$ cat config.mk
export PLATFORM = sky130hd
export DESIGN_NAME = serial_7seg_chain_out
export DESIGN_NICKNAME = d
export VERILOG_FILES = /design/src/rtl/serial_7seg_chain_out_pkg.sv /design/src/rtl/serial_7seg_chain_out_seg7_hex_decode.sv /design/src/rtl/serial_7seg_chain_out.sv
export SDC_FILE = /design/constraint.sdc
export NUM_CORES = 1
export LEC_CHECK = 0
export CAP_MARGIN = 5
export CORE_MARGIN = 4
export CORE_UTILIZATION = 45
export CTS_CLUSTER_SIZE = 20
export DETAILED_ROUTE_END_ITERATION = 10
export GPL_TIMING_DRIVEN = 0
export PLACE_DENSITY = 0.61
export SYNTH_ARGS = -nofsm -noshare
export SYNTH_HDL_FRONTEND = slang
export SYNTH_SLANG_ARGS = --single-unit
$ cat constraint.sdc
create_clock -name i_clk -period 2.5 [get_ports i_clk]
set_clock_uncertainty 0.1 [all_clocks]
set_input_delay 0.375 -clock i_clk [delete_from_list [all_inputs] [get_ports i_clk]]
set_output_delay 0.375 -clock i_clk [all_outputs]
set_load 0.05 [all_outputs]
$ cat src/rtl/serial_7seg_chain_out_pkg.sv
`default_nettype none
// ============================================================================
// Module  : serial_7seg_chain_out_pkg
// Brief   : Shared 7-segment decode table and display-driver state encoding.
// Revision: 1.0 - initial release
// ============================================================================
package serial_7seg_chain_out_pkg;

  // Active-high {g,f,e,d,c,b,a} patterns for hex digits 0..F.
  // The first element listed is index 15, the last is index 0.
  localparam logic [15:0][6:0] c_SEG7_TABLE = {
    7'h71, 7'h79, 7'h5E, 7'h39, 7'h7C, 7'h77, 7'h6F, 7'h7F,
    7'h07, 7'h7D, 7'h6D, 7'h66, 7'h4F, 7'h5B, 7'h06, 7'h3F
  };

  // Frame sequencer state encoding.
  localparam int          c_ST_W        = 3;
  localparam logic [2:0]  c_ST_IDLE     = 3'd0;
  localparam logic [2:0]  c_ST_LOAD     = 3'd1;
  localparam logic [2:0]  c_ST_SHIFT_LO = 3'd2;
  localparam logic [2:0]  c_ST_SHIFT_HI = 3'd3;
  localparam logic [2:0]  c_ST_LATCH    = 3'd4;
  localparam logic [2:0]  c_ST_DONE     = 3'd5;

endpackage
`default_nettype wire

$ cat src/rtl/serial_7seg_chain_out_seg7_hex_decode.sv
`default_nettype none
// ============================================================================
// Module  : seg7_hex_decode
// Brief   : Nibble + decimal point + blank -> segment byte {dp,g..a},
//           with optional common-anode inversion applied after blanking.
// Revision: 1.0 - initial release
// ============================================================================
module seg7_hex_decode
  import serial_7seg_chain_out_pkg::*;
#(
  parameter int COMMON_ANODE = 0
) (
  input  logic [3:0] i_nibble,
  input  logic       i_dp,
  input  logic       i_blank,
  output logic [7:0] o_seg
);

  logic [7:0] w_active_high;

  // Blank wins over digit and dp; polarity flip is the very last step.
  always_comb begin
    w_active_high = i_blank ? 8'h00 : {i_dp, c_SEG7_TABLE[i_nibble]};
    o_seg         = (COMMON_ANODE != 0) ? ~w_active_high : w_active_high;
  end

endmodule
`default_nettype wire

$ cat src/rtl/serial_7seg_chain_out.sv
`default_nettype none
// ============================================================================
// Module  : serial_7seg_chain_out
// Brief   : Drives a daisy-chain of 74HC595-style registers, one per 7-seg
//           digit: captures digits on a strobe, shifts an 8*N-bit frame with
//           a divided serial clock, then pulses the latch. A one-deep pending
//           buffer holds the newest update that arrives mid-frame.
// Revision: 1.0 - initial release
// ============================================================================
module serial_7seg_chain_out
  import serial_7seg_chain_out_pkg::*;
#(
  parameter int NUM_DIGITS   = 6,
  parameter int CLK_DIV      = 4,
  parameter int MSB_FIRST    = 1,
  parameter int COMMON_ANODE = 0
) (
  input  logic                    i_clk,
  input  logic                    i_reset_n,
  input  logic                    i_write_stb,
  input  logic [4*NUM_DIGITS-1:0] i_digits,
  input  logic [NUM_DIGITS-1:0]   i_dp,
  input  logic [NUM_DIGITS-1:0]   i_blank,
  output logic                    o_busy,
  output logic                    o_done_stb,
  output logic                    o_serial_data,
  output logic                    o_serial_clk,
  output logic                    o_serial_latch
);

  localparam int FRAME_W = 8 * NUM_DIGITS;
  localparam int CNT_W   = $clog2(FRAME_W);
  localparam int DIV_W   = (CLK_DIV > 1) ? $clog2(CLK_DIV) : 1;
  localparam logic [CNT_W-1:0] c_LAST_BIT = CNT_W'(FRAME_W - 1);
  localparam logic [DIV_W-1:0] c_DIV_LAST = DIV_W'(CLK_DIV - 1);

  logic [c_ST_W-1:0]       r_state;
  logic [4*NUM_DIGITS-1:0] r_act_digits, r_pend_digits;
  logic [NUM_DIGITS-1:0]   r_act_dp,     r_pend_dp;
  logic [NUM_DIGITS-1:0]   r_act_blank,  r_pend_blank;
  logic                    r_pending;
  logic [FRAME_W-1:0]      r_shift;
  logic [CNT_W-1:0]        r_bit_cnt;
  logic [DIV_W-1:0]        r_div_cnt;

  logic [FRAME_W-1:0]      w_frame;
  logic [CNT_W-1:0]        w_bit_idx;
  logic                    w_div_end;
  logic                    w_mid_frame;

  // One decoder per digit, feeding byte k of the frame.
  generate
    for (genvar k = 0; k < NUM_DIGITS; k++) begin : g_digit
      seg7_hex_decode #(
        .COMMON_ANODE (COMMON_ANODE)
      ) u_dec (
        .i_nibble (r_act_digits[4*k +: 4]),
        .i_dp     (r_act_dp[k]),
        .i_blank  (r_act_blank[k]),
        .o_seg    (w_frame[8*k +: 8])
      );
    end
  endgenerate

  // Bit counter runs 8N-1 down to 0; LSB-first order mirrors the index.
  always_comb begin
    w_bit_idx   = (MSB_FIRST != 0) ? r_bit_cnt : (c_LAST_BIT - r_bit_cnt);
    w_div_end   = (r_div_cnt == c_DIV_LAST);
    w_mid_frame = (r_state != c_ST_IDLE) && (r_state != c_ST_DONE);
  end

  // Frame sequencer: buffers, shift register, bit and divider counters.
  always_ff @(posedge i_clk or negedge i_reset_n) begin
    if (!i_reset_n) begin
      r_state      <= c_ST_IDLE;
      r_act_digits <= '0;
      r_act_dp     <= '0;
      r_act_blank  <= '0;
      r_shift      <= '0;
      r_bit_cnt    <= '0;
      r_div_cnt    <= '0;
    end else begin
      case (r_state)
        c_ST_IDLE: begin
          if (i_write_stb) begin
            r_act_digits <= i_digits;
            r_act_dp     <= i_dp;
            r_act_blank  <= i_blank;
            r_state      <= c_ST_LOAD;
          end
        end
        c_ST_LOAD: begin
          r_shift   <= w_frame;
          r_bit_cnt <= c_LAST_BIT;
          r_div_cnt <= '0;
          r_state   <= c_ST_SHIFT_LO;
        end
        c_ST_SHIFT_LO: begin
          if (w_div_end) begin
            r_div_cnt <= '0;
            r_state   <= c_ST_SHIFT_HI;
          end else begin
            r_div_cnt <= r_div_cnt + DIV_W'(1);
          end
        end
        c_ST_SHIFT_HI: begin
          if (w_div_end) begin
            r_div_cnt <= '0;
            if (r_bit_cnt == '0) begin
              r_state <= c_ST_LATCH;
            end else begin
              r_bit_cnt <= r_bit_cnt - CNT_W'(1);
              r_state   <= c_ST_SHIFT_LO;
            end
          end else begin
            r_div_cnt <= r_div_cnt + DIV_W'(1);
          end
        end
        c_ST_LATCH: begin
          if (w_div_end) begin
            r_div_cnt <= '0;
            r_state   <= c_ST_DONE;
          end else begin
            r_div_cnt <= r_div_cnt + DIV_W'(1);
          end
        end
        c_ST_DONE: begin
          // A strobe landing on DONE is newer than anything pending.
          if (i_write_stb) begin
            r_act_digits <= i_digits;
            r_act_dp     <= i_dp;
            r_act_blank  <= i_blank;
            r_state      <= c_ST_LOAD;
          end else if (r_pending) begin
            r_act_digits <= r_pend_digits;
            r_act_dp     <= r_pend_dp;
            r_act_blank  <= r_pend_blank;
            r_state      <= c_ST_LOAD;
          end else begin
            r_state <= c_ST_IDLE;
          end
        end
        default: r_state <= c_ST_IDLE;
      endcase
    end
  end

  // Pending buffer: newest mid-frame strobe wins, consumed at DONE.
  always_ff @(posedge i_clk or negedge i_reset_n) begin
    if (!i_reset_n) begin
      r_pending     <= 1'b0;
      r_pend_digits <= '0;
      r_pend_dp     <= '0;
      r_pend_blank  <= '0;
    end else if (i_write_stb && w_mid_frame) begin
      r_pending     <= 1'b1;
      r_pend_digits <= i_digits;
      r_pend_dp     <= i_dp;
      r_pend_blank  <= i_blank;
    end else if (r_state == c_ST_DONE) begin
      r_pending <= 1'b0;
    end
  end

  // Registered outputs decoded from the current state.
  always_ff @(posedge i_clk or negedge i_reset_n) begin
    if (!i_reset_n) begin
      o_busy         <= 1'b0;
      o_done_stb     <= 1'b0;
      o_serial_data  <= 1'b0;
      o_serial_clk   <= 1'b0;
      o_serial_latch <= 1'b0;
    end else begin
      o_busy         <= (r_state != c_ST_IDLE);
      o_done_stb     <= (r_state == c_ST_DONE);
      o_serial_clk   <= (r_state == c_ST_SHIFT_HI);
      o_serial_latch <= (r_state == c_ST_LATCH);
      o_serial_data  <= ((r_state == c_ST_SHIFT_LO) || (r_state == c_ST_SHIFT_HI) ||
                         (r_state == c_ST_LATCH)) ? r_shift[w_bit_idx] : 1'b0;
    end
  end

endmodule
`default_nettype wire

Word-level counts from Yosys, hierarchy flattened
Memory sizes are Yosys's and may differ from the RTL's.
Index checks and enable logic that the tools add are counted.

word-level totals
  bits in registers = 137
  memory bits (read-only) = 672
  input port bits = 39
  logic and storage cells = 101
  memories kept = 6

memories
  name              words  width  read ports  clocked after memory_dff  wr ports  RTL line                                     source
  (name not given)  16     7      1           0                         0         serial_7seg_chain_out_seg7_hex_decode.sv:23  w_active_high = i_blank ? 8'h00 : {i_dp, c_SEG7_TABLE[i_nibble]};
  (name not given)  16     7      1           0                         0         serial_7seg_chain_out_seg7_hex_decode.sv:23
  (name not given)  16     7      1           0                         0         serial_7seg_chain_out_seg7_hex_decode.sv:23
  (name not given)  16     7      1           0                         0         serial_7seg_chain_out_seg7_hex_decode.sv:23
  (name not given)  16     7      1           0                         0         serial_7seg_chain_out_seg7_hex_decode.sv:23
  (name not given)  16     7      1           0                         0         serial_7seg_chain_out_seg7_hex_decode.sv:23

operators by class
  $add $sub $neg = 2
  magnitude comparators = 7
  eq/ne operators = 13
  muxes and demuxes = 42
  reduce and logical (&&, ||, !) cells = 15

operators by type and width
  kind                                                                   number
  24-bit two-way mux                                                     3
  6-bit two-way mux                                                      8
  8-bit two-way mux                                                      6
  24-bit case mux with 2 select lines                                    1
  7-bit two-way mux                                                      6
  6-bit case mux with 2 select lines                                     3
  4-bit by 5-bit < comparator with 1-bit output, second input constant   6
  3-bit case mux with 6 select lines                                     1
  3-bit two-way mux                                                      5
  2-bit != test, second input constant                                   5
  2-bit nonzero test                                                     4
  6-bit by 7-bit < comparator with 1-bit output, second input constant   1
  1-bit binary-select mux with 6-bit select                              1
  3-bit by 2-bit equality test with 1-bit output, second input constant  2
  3-bit equality test, second input constant                             2
  6-bit logical NOT                                                      1
  1-bit two-way mux                                                      6
  3-bit != test, second input constant                                   2
  3-bit AND reduction                                                    2
  6-bit by 1-bit subtractor with 6-bit output, second input constant     1
  2-bit case mux with 2 select lines                                     1
  4-bit AND reduction                                                    1
  3-bit by 1-bit equality test with 1-bit output, second input constant  1
  3-bit logical NOT                                                      1
  other kinds (7)                                                        9

Longest topological paths before layout
  depth in word-level cells = 4
  gate-level depth with buffers = 8

Hierarchy
Synthesis repeated with hierarchy kept, for this count alone.

second synthesis, totals
  cells, all modules = 768
  area total of the unflattened synthesis = 7697.4 sq um

by module, submodules not included
  module                                  times used  cells each  area each (sq um)  seq. area each (sq um)
  serial_7seg_chain_out                   1           555         6047.0             3428.3
  seg7_hex_decode (g_digit[1].u_dec ...)  4           35          274.0              0.0
  seg7_hex_decode (g_digit[3].u_dec)      1           38          277.8              0.0
  seg7_hex_decode (g_digit[0].u_dec)      1           35          276.5              0.0

Worst setup path before layout
OpenSTA, ideal clock, no wires.

  path kind = reg-to-reg
  start point = reg r_state[0]
  end point = reg r_pend_digits[0]
  data arrival time = 1.641 ns
  setup slack = 0.634 ns
  stages on the path, launching flop included = 7
  path buffers = 3
  period minus slack after synthesis = 1.866 ns
  cell sequence = dfrtp_1 > buf_2 > or3_1 > buf_2 > nand3_4 > buf_4 > mux2_2

on the way
  cells in the longest elaborated chain, start to end = 3
  elaborated cells between the ends (all ways) = 4

RTL lines
  item                                                        RTL line                      source
  from (decl)                                                 serial_7seg_chain_out.sv:37   logic [c_ST_W-1:0] r_state;
  from (signal assigned)                                      serial_7seg_chain_out.sv:75   r_state <= c_ST_IDLE;
  from (signal assigned)                                      serial_7seg_chain_out.sv:89   r_state <= c_ST_LOAD;
  from (signal assigned)                                      serial_7seg_chain_out.sv:96   r_state <= c_ST_SHIFT_LO;
  3-bit != test / 3-bit nonzero test (equally long branches)  serial_7seg_chain_out.sv:69   w_mid_frame = (r_state != c_ST_IDLE) && (r_state != c_ST_DONE);
  1-bit logical AND (*)                                       serial_7seg_chain_out.sv:69
  1-bit logical AND (*)                                       serial_7seg_chain_out.sv:155  end else if (i_write_stb && w_mid_frame) begin
  to (signal assigned)                                        serial_7seg_chain_out.sv:157  r_pend_digits <= i_digits;
  to (decl)                                                   serial_7seg_chain_out.sv:38   logic [4*NUM_DIGITS-1:0] r_act_digits, r_pend_digits;

Mark *: on every way between the ends. The rest lies on a longest branch, timed or not.
A chain may end at the register's enable or synchronous reset.

Final worst setup path
  start point = reg r_state[0]
  end point = reg r_shift[18]

on the way
  cells in the longest elaborated chain, start to end = 1

RTL lines
  item                                            RTL line                     source
  3-bit by 1-bit equality test with 1-bit output  serial_7seg_chain_out.sv:83  case (r_state)
  to (signal assigned)                            serial_7seg_chain_out.sv:93  r_shift <= w_frame;
  to (decl)                                       serial_7seg_chain_out.sv:42  logic [FRAME_W-1:0] r_shift;

Every way passes these cells.

==> qor.yml <==
status: "finished clean"
worst_path_most_repeated_cell: "clkbuf_1"
cp.arrival_ns: 2.46
root_buffer: "clkbuf_16"
grt_max_degree: 89
hold_viol: 0
top_layer_used: "met4"
die_height_um: 136.8
diodes: 0
setup_violations: 0
post-route-min-period_ns: 2.285
p_leak_uw: 0.003825
cts_max_level: 4
rsz0062_at_grt: "no"
area_growth_syn_to_layout_pct: 17.65
dp_cells: 956
grt.total_usage: 0.1959
vias_per_cell: 5.570
regArea_mm2: 0.003428
boundaryPins: 44
crit_path_cell_trace: "buf_2 > and2b_1 > nand2b_1 > clkbuf_1 > clkbuf_1 > o21ai_0"
die_x_um: 136.8
power.density_mw_per_mm2: 1204
max-slew-margin-rel: 0.5452
ys_top_cells_by_area: "dfrtp_1 46%, mux2i_1 6.6%, ha_1 6.5%"
synth_cells: 697
insertion_delay_ns: 0.42
yosysWarnings: 0
max-cap-violations: 0
post-route-period-util: 0.9139
multiInputGateArea_mm2: 0.003664
numCtsBuffers: 17
utilization: 0.5468
antenna_found_initial: 0
max_freq_mhz: 437.7
cts_setup_buffers: 0
drt_pre_antenna_iters: 6
port_buffers: 42
fin_cells: 988
grt_first_pass_wirelength_um: 28400
syn_area_per_cell_um2: 10.71
dieArea_mm2: 0.01871
critPathLaunch: "r_state[0]$_DFFE_PN0P_"
slew_viol_final: 0
cp_max_fo: 10
drc: 0
required_ns: 2.67
vdd_drop_max_v: 0.0005843
path_delay_family: "buffers and inverters"
wl_met1_um: 7828
vias: 5503
tightest_slew_ns: 0.6649
gr-total-overflow: 0
dr.first_iter.drc_count: 373
yosys.cell_types.count: 51
r2r-start: "r_state[0]$_DFFE_PN0P_"
cpMaxStageDelayCell: "clkbuf_1"
ys_seq_area_frac: 0.4593
gp_congestion: 0.8868
crit_path_end_kind: "flip-flop"
ys_seq_elements: 137
start_util: 0.4648
crit_buf_inv: 3
wl_met3_um: 749
fp-row-count: 46
final_cell_mix: "137 x dfrtp_1, 95 x nand2_1, 75 x o21ai_0, 49 x mux2i_1, 41 x clkdlybuf4s50_1"
synth_top_area_share: 0.4593
grt_pass1_vias: 5547
cts_sinks: 137
ant_nets: 0
final_common_cell: "dfrtp_1"
fillers: 1373
syn_area_mm2: 0.007463
drive_gt1_frac: 0.1347
synth_top_cell_by_area: "dfrtp_1"
clk_pin_slew_ns: 0.06
totalWireLength_um: 17000
wl_per_cell_um: 17.21
layout.nets: 838
cts.path.max_buffers: 2
core_mm2: 0.01606
startpoint_type: "flip-flop"
syn_nets: 775
dp_hpwl_um: 12140
cts_tree: "yes"
crit_type: "flip-flop to flip-flop"
hold_class: "input pin to asynchronous set/reset pin"
crit_path_max_incr_delay_ns: 0.48
wl_met2_um: 8235
[path summary, 6_finish.rpt]
kind / end / slack, ns / depth (start not counted)
worst max register to register: r_shift[18]$_DFFE_PN0P_ / 0.22 / 6
worst min register to register: r_shift[45]$_DFFE_PN0P_ / 0.37 / 1
worst max-delay path: r_shift[18]$_DFFE_PN0P_ / 0.22 / 6
worst min-delay path: o_done_stb$_DFF_PN0_ / 0.37 / 2
max in group asynchronous: r_pend_dp[4]$_DFFE_PN0P_ / 1.13 / 3
min in group i_clk: r_shift[45]$_DFFE_PN0P_ / 0.37 / 1
[synthesized netlist by cell type (all sizes together)]
| cell | n |
|---|---|
| a21boi | 1 |
| or3 | 3 |
| and3 | 2 |
| a221o | 1 |
| buf | 26 |
| o41ai | 6 |
| o2bb2ai | 1 |
| a31oi | 9 |
| nor2 | 19 |
| mux4 | 19 |
| a21oi | 12 |
| o21ai | 75 |
| o32ai | 1 |
| mux2i | 49 |
| dfrtp | 137 |
| o2111ai | 1 |
| and2 | 2 |
| or4 | 2 |
| nor3b | 1 |
| o31ai | 17 |
| nand2b | 15 |
| and2b | 1 |
| a2111oi | 12 |
| mux2 | 37 |
| a211oi | 5 |
| nor2b | 4 |
| o31a | 1 |
| xnor2 | 1 |
| a211o | 2 |
| a221oi | 1 |
| ha | 39 |
| o211ai | 5 |
| a31o | 1 |
| nor3 | 7 |
| nand3 | 6 |
| inv | 35 |
| nand3b | 3 |
| xor2 | 2 |
| clkbuf | 25 |
| nand2 | 95 |
| a22oi | 4 |
| a21o | 12 |
[per-layer routing]
metal	track usage	vias up
met4	0.05710	0
met2	0.3111	136
met1	0.2697	2731
met5	0	-
met3	0.04596	20
li1	-	2616
[final cells by class]
class	instances	share of cell area
multi-input combinational	474	0.4172
inverter	35	0.01496
sequential	137	0.3904
buffer	51	0.02736
tap	216	0.03078
clock buffer	23	0.05329
timing repair buffer	44	0.05229
clock inverter	8	0.01368
[kinds of logic after synthesis]
kind of cell    share of synthesized area
compound gates                     0.1435
simple gates                      0.09807
flops                              0.4593
mux                                0.1804
buf+inv                           0.04979
fa+ha+maj                         0.06538
xor+xnor                         0.003521
[metrics by stage]
step | total power (uW) | TNS (ns) | hold slack [ns] | cell area, um^2 | worst slack, ns
floorplan | 6809 | 0 | -0.02059 | 7463 | 0.6345
global placement | 7841 | -605.34 | 0.3551 | 8154 | -4.428
detailed placement | 8054 | 0 | 0.2597 | 8183 | 0.2121
CTS | 10610 | 0 | 0.3746 | 8781 | 0.1789
global route | 11400 | 0 | 0.3845 | 8781 | 0.05796
finish | 10580 | 0 | 0.3652 | 8781 | 0.2151
[registers in the layout, indices dropped and copies added (netlist names), 2 cells and up]
register,count
r_act_blank,6
r_act_digits,24
r_act_dp,6
r_bit_cnt,6
r_div_cnt,2
r_pend_blank,6
r_pend_digits,24
r_pend_dp,6
r_shift,48
r_state,3
[timing repair]
action	4_1_cts	5_1_grt
gates resized for setup	0	0
hold endpoints to repair	49	0
hold buffers	1	0
[where the power goes]
group	leakage [uW]	switching (uW)	internal [uW]	total, uW
combinational	0.00187	2480	1900	4380
sequential	0.00167	595	3080	3680
clock	0.000283	912	1610	2520
(Power assumes the default switching activity.)
==> edit 1 (config.mk and constraints unchanged) <==
The package constant `c_ST_W` goes from 3 to 5.
--- a/src/rtl/serial_7seg_chain_out_pkg.sv
+++ b/src/rtl/serial_7seg_chain_out_pkg.sv
@@ -14,7 +14,7 @@
   };
 
   // Frame sequencer state encoding.
-  localparam int          c_ST_W        = 3;
+  localparam int          c_ST_W        = 5;
   localparam logic [2:0]  c_ST_IDLE     = 3'd0;
   localparam logic [2:0]  c_ST_LOAD     = 3'd1;
   localparam logic [2:0]  c_ST_SHIFT_LO = 3'd2;
Check against the original RTL: same outputs for any inputs over 10 cycles, from zero or initial values and one cycle with i_reset_n low; that may be too few to reach the edited logic, so the function may still have changed.
==> edit 1 against the unedited design <==
Sequential cell count is the same; final area grew 2.4%; combinational power shrank 39%; first-iteration DRC count grew 43%; fmax grew 1.5%; routed wire length grew 3.3%; cell count grew 1.3%; power shrank 21%; synthesized area grew 2.6%; worst setup slack gained 0.033 ns; largest power group is now sequential cells.
==> edit 1: results (changes against the unedited design) <==
final net count=846 (+0.95%); CTS root buf=clkbuf_16; port bufs=43 (+2.4%); critical path class=flip-flop to flip-flop; routed wirelength normalized by instance count=17.5 microns (+1.9%); Leak=3.89 nW (+1.8%); routed wire length=17,600 microns (+3.3%); grt met2 use=31.5% (+0.37 points); Synth cell types=50 (-2.0%); Max-slew headroom=60.1% (+5.6 points); maximum vdd drop=0.571 mV (-2.3%); Final GP Congestion=0.878 (-1.0%); M3 GR Usage=3.94% (-0.66 points); Residual DRC=0 (unchanged); share of cells above drive strength 1=21.0% (+7.5 points); asr flop ratio synth=100% (unchanged); critical path arrival=2.43 ns (-0.03 ns); met1 usage=26.8% (-0.21 points); worst hold path type=flip-flop to flip-flop; switching share of power=34.2% (-3.4 points); Yosys warning total=0 (unchanged); top cells by area, synth=dfrtp_1 45%, mux2i_1 6.5%, ha_1 6.4%; Reg clk slew, reported paths=0.06 ns (about the same); CTS resizes=0 (unchanged); most instantiated cells after synthesis=137 x dfrtp_1, 99 x nand2_1, 50 x mux2i_1, 50 x o21ai_0, 42 x mux2_2; 1st-iter DRT viols=535 (+43%); initial antenna violation count=0 (unchanged); Mapped Cells=705 (+1.1%); R2R setup slack=0.25 ns (+0.03 ns); crit-path max FO=13 (+3); Largest regs=r_shift: 48 flops, r_act_digits: 24 flops, r_pend_digits: 24 flops; vias in the first global route=5,773 (+4.1%); Synth Net Count=783 (+1.0%); total track usage=19.3% (-0.31 points); total number of vias=5,515 (+0.22%); clk_lat worst skew=0.42 ns (about the same); sequential fraction of the synthesis area=44.8% (-1.2 points); placed cell count=969 (+1.4%); status=completed; Initial DRT Pass Iterations=5 (-1); hpwl dp=12,900 microns (+6.5%); first-pass GRT wire length=30,100 microns (+5.9%); largest net degree at the start of global routing=91 (+2.2%); number of CTS-inserted buffers=17 (unchanged)
edit 1: final timing paths:
path | from | end | depth (start not counted)
max | r_bit_cnt[1]$_DFFE_PN0P_ | r_bit_cnt[3]$_DFFE_PN0P_ | 7
min | r_shift[45]$_DFFE_PN0P_ | r_shift[45]$_DFFE_PN0P_ | 1
max reg2reg | r_bit_cnt[1]$_DFFE_PN0P_ | r_bit_cnt[3]$_DFFE_PN0P_ | 7
min reg2reg | r_shift[45]$_DFFE_PN0P_ | r_shift[45]$_DFFE_PN0P_ | 1
max in group asynchronous | i_reset_n | r_act_digits[15]$_DFFE_PN0P_ | 3
min in group asynchronous | i_reset_n | r_shift[32]$_DFFE_PN0P_ | 2
edit 1: layout make-up:
| class | count | area [sq um] |
|---|---|---|
| well taps | 220 | 275 |
| plain buffers | 49 | 323 |
| clock inverters | 13 | 144 |
| multi-input cells | 482 | 3770 |
| clock buffers | 19 | 453 |
| inverters | 36 | 135 |
| fillers | 1455 | 7650 |
| repair buffers | 45 | 469 |
| flip-flops and latches | 137 | 3430 |
edit 1: repair_timing:
action,in CTS,in global routing
hold endpoints to repair,47,0
setup buffers,0,0
hold buffers,1,0
endpoints found under the setup margin,0,4
edit 1: kinds of logic (layout without fill, tap and decap cells):
family	after synthesis	count (layout)	synth area share, %
AND/OR/NAND/NOR	161	161	9.41
flip-flops	137	137	44.8
multiplexers	108	108	17.4
buffers and inverters	86	162	6.03
AO/OA/AOI/OAI	169	169	15.4
XOR/XNOR	5	5	0.572
adder cells (fa/ha/maj)	39	39	6.37
edit 1: through the flow:
stage	total power, mW	setup slack (ns)	hold slack (ns)	area, sq um
finish	8.35	0.248	0.373	8990
global route	8.91	0.00347	0.393	8990
CTS	8.40	0.0578	0.376	9000
detailed placement	5.86	0.0810	0.259	8390
global placement	5.71	-4.49	0.357	8360
floorplan	5.08	0.524	-0.0206	7660
edit 1: power groups by stage:
stage	sequential (mW)	clock, mW	combinational [mW]
3_3_place_gp	3.13	0	2.58
5_1_grt	3.23	2.68	3.00
6_report	3.15	2.52	2.68
4_1_cts	3.13	2.57	2.71
2_1_floorplan	3.09	0	1.99
3_5_place_dp	3.16	0	2.70
edit 1: critical path, stage by stage, from the launching register on:
cell      delay, ns
dfrtp_1        0.67
inv_1          0.22
ha_1           0.23
nand4b_1       0.14
o221ai_2       0.21
nor4_1         0.29
xnor2_1        0.16
nand2_1        0.07
edit 1: metal layers:
metal  share of wire, %  up-vias
met5                  0        -
met4                1.4        0
met3                2.9       24
met2                 48      116
met1                 47     2733
li1                   -     2642
==> edit 2 (same settings) <==
Made on the original files. Register the output `o_serial_latch` once more, cleared by the reset; this adds one clock of latency there. The other outputs are not delayed to match.
--- a/src/rtl/serial_7seg_chain_out.sv
+++ b/src/rtl/serial_7seg_chain_out.sv
@@ -33,6 +33,8 @@
   localparam int DIV_W   = (CLK_DIV > 1) ? $clog2(CLK_DIV) : 1;
   localparam logic [CNT_W-1:0] c_LAST_BIT = CNT_W'(FRAME_W - 1);
   localparam logic [DIV_W-1:0] c_DIV_LAST = DIV_W'(CLK_DIV - 1);
+
+  logic o_serial_latch_s0;
 
   logic [c_ST_W-1:0]       r_state;
   logic [4*NUM_DIGITS-1:0] r_act_digits, r_pend_digits;
@@ -169,14 +171,22 @@
       o_done_stb     <= 1'b0;
       o_serial_data  <= 1'b0;
       o_serial_clk   <= 1'b0;
-      o_serial_latch <= 1'b0;
+      o_serial_latch_s0 <= 1'b0;
     end else begin
       o_busy         <= (r_state != c_ST_IDLE);
       o_done_stb     <= (r_state == c_ST_DONE);
       o_serial_clk   <= (r_state == c_ST_SHIFT_HI);
-      o_serial_latch <= (r_state == c_ST_LATCH);
+      o_serial_latch_s0 <= (r_state == c_ST_LATCH);
       o_serial_data  <= ((r_state == c_ST_SHIFT_LO) || (r_state == c_ST_SHIFT_HI) ||
                          (r_state == c_ST_LATCH)) ? r_shift[w_bit_idx] : 1'b0;
+    end
+  end
+
+  always_ff @(posedge i_clk or negedge i_reset_n) begin
+    if (!i_reset_n) begin
+      o_serial_latch <= '0;
+    end else begin
+      o_serial_latch <= o_serial_latch_s0;
     end
   end
 
Behaviour: no difference found for any inputs over 10 cycles, from zero or initial values and one cycle with i_reset_n low; that may be too few to reach the edited logic, so the function may still have changed.
==> edit 2 against the unedited design <==
Sequential cell count up 1; routed wire length increased by 1.9%; via count shrank 0.69%; synthesized cell count is 1.9% higher; worst setup slack improved by 0.057 ns; count of clock-buffer cells in the layout unchanged; final area rose by 3.2%; synthesized area grew 3.9%; first-iteration DRC count fell by 28%; critical path depth up 3.
Power is not compared: it rests on default switching activity, and its combinational part moved more than twofold at a synthesized area within 25%.
==> edit 2: results (changes against the unedited design) <==
Signal buf overhead=8.93% (+0.97 points); multi-input logic area=0.00382 sq mm (+4.3%); hpwl dp=12,700 microns (+4.6%); Worst-Margin Slew=0.573 ns (-0.0920 ns); Synth Net Count=788 (+1.7%); ClkCell Share=6.21% (-0.48 points); pre-CTS WS=0.136 ns (-0.0759 ns); Tcrit/Tclk final=89.1% (-2.3 points); R2R Path End=r_bit_cnt[3]$_DFFE_PN0P_; fill cell count=1,441 (+5.0%); H-tree Lvls=4 (unchanged); Syn Area/Cell=10.9 sq um (+2.0%); vias in the first global route=5,514 (-0.59%); grt met2 use=29.2% (-1.9 points); top cells by area, synth=dfrtp_1 45%, mux2i_1 6.8%, ha_1 6.3%; placed cell count=974 (+1.9%); worst setup path end=r_bit_cnt[3]$_DFFE_PN0P_; sequential fraction of the synthesis area=44.5% (-1.4 points); port bufs=43 (+2.4%); first-pass GRT wire length=28,300 microns (-0.37%); Multi-In Gates=484 (+2.1%); M3 GR Usage=3.88% (-0.72 points); critical path arrival=2.39 ns (-0.07 ns); WL met1=8220 microns (+4.9%); r2r worst-path depth=9 (+3); 1st-iter DRT viols=268 (-28%); total track usage=18.2% (-1.4 points); met1 usage=25.3% (-1.7 points); Synth cell types=50 (-2.0%); Initial DRT Pass Iterations=5 (-1); Seq/total area=38.1% (-0.93 points); Final Non-Filler Cells=1,006 (+1.8%); R2R Path Start=r_bit_cnt[0]$_DFFE_PN0P_; R2R setup slack=0.27 ns (+0.06 ns); Final GP Congestion=0.872 (-1.7%); worst hold path type=flip-flop to flip-flop; status=completed; clk sinks=138 (+0.73%); final net count=852 (+1.7%); nonclk inv count=37 (+5.7%); worst hold slack=0.248 ns (-0.117 ns); met2 WL=8270 microns (+0.46%); Vias/cell=5.43 (-2.5%); most instantiated cells after synthesis=138 x dfrtp_1, 104 x nand2_1, 53 x mux2i_1
==> edit 2: critical path, stage by stage, from the launching register on <==
cell,delay [ns]
dfrtp_1,0.34
buf_6,0.16
buf_12,0.16
inv_1,0.08
ha_1,0.20
nand2b_1,0.10
o21ai_2,0.11
a2111oi_0,0.58
xnor2_1,0.18
nand2_1,0.07
==> edit 2: how the worst min path moves through the flow <==
stage | end | cells after the start
5_1_grt | o_serial_latch$_DFF_PN0_ | 0
2_1_floorplan | o_busy$_DFF_PN0_ | 0
3_5_place_dp | o_serial_latch$_DFF_PN0_ | 0
4_1_cts | o_serial_latch$_DFF_PN0_ | 0
3_3_place_gp | o_serial_latch$_DFF_PN0_ | 0
6_report | o_serial_latch$_DFF_PN0_ | 0
==> edit 2: kinds of logic after synthesis <==
kind of cell | share of synthesized area [%]
fa+ha+maj | 6.29
compound gates | 15.3
flops | 44.5
buf+inv | 6.18
xor+xnor | 0.565
simple gates | 9.71
mux | 17.4
